`src/rtl/boot_image_loader.sv`:
```
// Boot image loader: parses a SYNC/len/payload/CSUM byte frame into RAM words
// and holds the CPU in reset until the image has arrived and its checksum matches.
module boot_image_loader #(
    parameter int          RAM_ADDR_WIDTH = 8,
    parameter logic [7:0]  SYNC_BYTE      = 8'hA5
) (
    input  logic                      clk,
    input  logic                      reset,
    input  logic                      rx_valid,
    input  logic [7:0]                rx_data,
    output logic                      rx_ready,
    input  logic                      start,
    output logic                      ram_wen,
    output logic [RAM_ADDR_WIDTH-1:0] ram_waddr,
    output logic [31:0]               ram_wdata,
    output logic                      cpu_resetn,
    output logic                      done,
    output logic                      error
);

    typedef enum logic [2:0] {
        S_IDLE,
        S_LEN_LO,
        S_LEN_HI,
        S_DATA,
        S_CSUM,
        S_DONE,
        S_ERROR
    } state_t;

    localparam logic [16:0] CAP = 17'(1) << RAM_ADDR_WIDTH;

    state_t      state, state_nx;
    logic        accept;
    logic [7:0]  len_lo;
    logic [15:0] len_m1;
    logic [15:0] word_cnt;
    logic [1:0]  byte_idx;
    logic [23:0] shift;
    logic [7:0]  csum;
    logic [7:0]  csum_next;
    logic [16:0] len_full;
    logic        last_word;

    assign accept    = rx_valid & rx_ready;
    assign len_full  = {1'b0, rx_data, len_lo};
    assign csum_next = csum + rx_data;
    assign last_word = (byte_idx == 2'd3) && (word_cnt == len_m1);

    always_ff @(posedge clk or posedge reset) begin
        if (reset) state <= S_IDLE;
        else       state <= state_nx;
    end

    always_comb begin
        state_nx = state;
        unique case (state)
            S_IDLE:   if (accept && rx_data == SYNC_BYTE) state_nx = S_LEN_LO;
            S_LEN_LO: if (accept) state_nx = S_LEN_HI;
            S_LEN_HI: begin
                if (accept) begin
                    if (len_full > CAP)         state_nx = S_ERROR;
                    else if (len_full == 17'd0) state_nx = S_CSUM;
                    else                        state_nx = S_DATA;
                end
            end
            S_DATA:   if (accept && last_word) state_nx = S_CSUM;
            S_CSUM: begin
                if (accept) state_nx = (csum_next == 8'd0) ? S_DONE : S_ERROR;
            end
            S_DONE, S_ERROR: if (start) state_nx = S_IDLE;
            default:  state_nx = S_IDLE;
        endcase
    end

    // Status flags and rx_ready follow the next state so they change with the accepting edge.
    always_ff @(posedge clk or posedge reset) begin
        if (reset) begin
            rx_ready   <= 1'b0;
            done       <= 1'b0;
            error      <= 1'b0;
            cpu_resetn <= 1'b0;
            ram_wen    <= 1'b0;
            ram_waddr  <= '0;
            ram_wdata  <= '0;
            len_lo     <= '0;
            len_m1     <= '0;
            word_cnt   <= '0;
            byte_idx   <= '0;
            shift      <= '0;
            csum       <= '0;
        end else begin
            rx_ready   <= state_nx inside {S_IDLE, S_LEN_LO, S_LEN_HI, S_DATA, S_CSUM};
            done       <= state_nx == S_DONE;
            error      <= state_nx == S_ERROR;
            cpu_resetn <= state_nx == S_DONE;
            ram_wen    <= 1'b0;
            // Saturate at the top word so a full-capacity image never wraps.
            if (ram_wen && ram_waddr != '1) ram_waddr <= ram_waddr + 1'b1;
            unique case (state)
                S_IDLE: begin
                    csum     <= '0;
                    word_cnt <= '0;
                    byte_idx <= '0;
                end
                S_LEN_LO: if (accept) len_lo <= rx_data;
                S_LEN_HI: if (accept) len_m1 <= len_full[15:0] - 16'd1;
                S_DATA: begin
                    if (accept) begin
                        csum     <= csum_next;
                        byte_idx <= byte_idx + 2'd1;
                        shift    <= {rx_data, shift[23:8]};
                        if (byte_idx == 2'd3) begin
                            ram_wen   <= 1'b1;
                            ram_wdata <= {rx_data, shift};
                            word_cnt  <= word_cnt + 16'd1;
                        end
                    end
                end
                S_CSUM: ;
                S_DONE, S_ERROR: begin
                    if (start) begin
                        ram_waddr <= '0;
                        csum      <= '0;
                    end
                end
                default: ;
            endcase
        end
    end

endmodule

```
`config.mk`:
```
export PLATFORM = sky130hd
export DESIGN_NAME = boot_image_loader
export DESIGN_NICKNAME = d
export VERILOG_FILES = /design/src/rtl/boot_image_loader.sv
export SDC_FILE = /design/constraint.sdc
export NUM_CORES = 1
export LEC_CHECK = 0
export CORE_AREA = 3 3 148 78
export DETAILED_ROUTE_END_ITERATION = 16
export DIE_AREA = 0 0 151 81
export GPL_TIMING_DRIVEN = 0
export PLACE_DENSITY = 0.78
export SLEW_MARGIN = 20
export SYNTH_ARGS = -nofsm -noshare
export SYNTH_HDL_FRONTEND = slang
export SYNTH_SLANG_ARGS = --single-unit
```
`constraint.sdc`:
```
create_clock -name clk -period 5.57 [get_ports clk]
set_input_delay 1.671 -clock clk [delete_from_list [all_inputs] [get_ports clk]]
set_output_delay 1.671 -clock clk [all_outputs]
set_load 0.005 [all_outputs]
```
==> results.yml, run 1 <==
yosys:
  ys.flop_type: "dfrtp_1"
  synth_area_sq_mm: 0.00584
  syn_inst: 619
  synth_top_area_share_pct: 51.8
  yosysWarnings: 0
  yosys.area.top_type: "dfrtp_1"
  synth.distinct_cells: 69
  synth_edf_count: 0
  ys_seq_elements: 121
  synth_area_leaders: "dfrtp_1 52%, nand2_1 13%, xnor2_1 4.9%"
  synthArstFlopShare_pct: 100
  ys_seq_area_share_pct: 51.8
  postSynthAreaPerCell_sq_um: 9.44
  syn_nets: 643
global_routing:
  grt_max_degree: 73
  antenna_found_initial: 0
  first_global_vias: 4600
  grt_use_total_pct: 24.0
  grt.overflow.total: 0
  grt_pass1_wl_mm: 22.6
die:
  rows: 26
  die_x_microns: 151
  die_y_microns: 81
  start_util_pct: 57.2
  die_area_sq_mm: 0.0122
  core_area_sq_mm: 0.0102
  ios: 57
sta:
  period_share_pct: 79.5
  drv_slew: 0
  fin_ws_ns: 1.14
  rsz0062_at_grt: "no"
  tightest_slew_ns: 0.806
  hold_violations: 0
  fin_skew_ns: 0.00861
  max_freq_mhz: 226
  fin_crit_ns: 4.43
  setup_viol: 0
  max-slew-margin-rel_pct: 44.8
route:
  ant_nets: 0
  vias: 4669
  drt_iter0_drc: 383
  dr.pass1.iters: 6
  via_per_inst: 5.51
  wl_per_cell_microns: 15.9
  totalWireLength_mm: 13.5
  drc: 0
critical_path:
  r2r-start: "csum[0]"
  r2r-end: "error"
  crit_required_ns: 5.87
  critPathKind: "in -> reg"
  crit_fanout: 7
  reg2reg_slack_ns: 2.87
  worstSetupEndpointType: "flop"
  ff2ff_path_depth: 7
  crit_arrival_ns: 4.73
  setup.worst_path.end: "error"
  crit_start: "rx_data[0]"
  cpMaxStageDelayCell: "clkdlybuf4s50_1"
  cp_slowest_stage_delay_ns: 0.68
  start_kind: "input port"
  crit_chain: "clkdlybuf4s50_1 > ha_1 > fa_1 > and3_1 > or3_1 > a221o_1 > or3_4 > a32o_1"
power:
  power.density_mw_per_mm2: 368
  clock_power_share_pct: 41.9
  intPower_mw: 1.86
  ir_drop_v: 0.000239
  power.switching_mw: 0.790
  seq_power_share_pct: 40.2
  netSwitchingFraction_pct: 29.9
  power_leakage_nw: 3.42
  comb_power_share_pct: 17.8
clock_network:
  cts_made_buffers: 17
  cts_setup_buffers: 0
  clockBufferDepth: 2
  clkTransAtPathRegs_ns: 0.06
  cts-resized-gates: 0
  tritoncts: "built"
  hold_buffers: 0
  clkSinkCount: 121
  h-tree-depth: 4
  cts_root_buf: "clkbuf_16"
  clock_latency_ns: 0.42
placed_design:
  place_ws_ns: 0.776
  place_area_sq_mm: 0.00660
  dp_hpwl_mm: 9.05
  gp_congestion: 0.887
  io_buffers: 55
layout:
  syn_to_final_growth_pct: 23.2
  layout-drive-gt1-share_pct: 8.91
  fillers: 782
  finalNetCount: 718
  num_antenna_cells: 0
  fin_area_sq_mm: 0.00720
worst_hold_path:
  hold_path.class: "reg -> reg"
run:
  cap_violations: 0
outcome:
  status: "finished clean"
[worst max-delay path: cells and delay by family]
| kind | cells | cell delay (ns) |
|---|---|---|
| adders and majority gates | 2 | 0.78 |
| buffers and inverters | 1 | 0.68 |
| and+or+nand+nor | 3 | 0.97 |
| AOI/OAI and AO/OA | 2 | 0.60 |
[worst min-delay path by stage]
stage	from	end	slack [ns]	depth (start not counted)
4_1_cts	shift[1]	ram_wdata[1]	0.47	2
3_3_place_gp	shift[1]	ram_wdata[1]	0.46	2
5_1_grt	shift[1]	ram_wdata[1]	0.48	2
2_1_floorplan	shift[0]	ram_wdata[0]	0.44	2
3_5_place_dp	shift[1]	ram_wdata[1]	0.46	2
6_report	shift[1]	ram_wdata[1]	0.47	2
[cell families after synthesis]
| family | share of synthesized area [%] |
|---|---|
| and+or+nand+nor | 23.9 |
| DFF | 51.8 |
| AOI/OAI and AO/OA | 8.95 |
| xor gates and xnor gates | 7.80 |
| buffers and inverters | 3.26 |
| adders and majority gates | 2.70 |
| muxes | 1.52 |
[cell type report]
class                      instances  area (sq um)  share of cell area (%)
sequential                       121          3030                    42.1
inverter                           7          31.3                   0.435
tap                              140           175                    2.43
clock buffer                      18           429                    5.96
clock inverter                    14           165                    2.29
timing repair buffer              56           578                    8.03
multi-input combinational        464          2630                    36.5
buffer                            27           164                    2.28
[Yosys cell counts, types with 11 or more instances]
cell type	number
a21oi_1	11
clkbuf_1	15
dfrtp_1	121
ha_1	11
nand2_1	210
nand3_1	17
nor2_1	36
o21ai_1	21
xnor2_1	33
xor2_1	19
[layer usage]
layer  track usage, %  vias up  routed length (microns)
met4             8.32        0                      233
met2             37.4      180                     6090
met5                0        -                        0
met3             6.74       20                     1110
met1             32.5     2234                     6020
li1                 -     2235                        -
[state kept, by name (all words and copies together), names as in the netlist]
signal     cells
len_m1        16
state          3
done           1
ram_wen        1
error          1
shift         24
ram_wdata     32
len_lo         8
ram_waddr      8
rx_ready       1
word_cnt      16
csum           8
byte_idx       2
[power groups by stage]
stage | logic, mW | clock network (mW) | registers, mW
finish | 0.472 | 1.11 | 1.06
global route | 0.524 | 1.17 | 1.08
CTS | 0.473 | 1.12 | 1.06
detailed placement | 0.467 | 0 | 1.08
global placement | 0.451 | 0 | 1.07
floorplan | 0.305 | 0 | 1.06
[cell usage in the layout, fill, tap and decap left out, drive strengths merged, types with 8 or more instances in the layout]
master	count
a21oi	11
buf	12
clkbuf	34
clkdlybuf4s50	55
dfrtp	121
ha	11
inv	12
nand2	212
nand3	18
nor2	37
nor3	8
o21ai	26
xnor2	33
xor2	19
[through the flow]
stage                     hold WS [ns]  TNS [ns]  util [%]  cells  power (mW)
after floorplan                  0.439         0         -    619        1.36
after global placement           0.455   -116.88      64.3    814        1.52
after detailed placement         0.458         0      64.6    815        1.54
after CTS                        0.469         0      70.5    847        2.66
after global routing             0.478         0      70.5    847        2.77
final                            0.469         0      70.5    847        2.65
Power figures use the tool's default switching activity.
==> inputs of run 2 (changes only) <==
- clock period: 5.57 -> 4.62 ns (I/O delays scaled with it)
==> results of run 2 <==
Same layout as run 1 (identical final DEF). Status: finished clean.
Main changes from that run: setup slack after placement 0.776 ns -> 0.111 ns; setup slack after layout 1.14 ns -> 0.477 ns; register-to-register setup slack 2.87 ns -> 1.92 ns; total power 2.65 mW -> 3.19 mW; worst IR drop on VDD 0.000239 V -> 0.000288 V
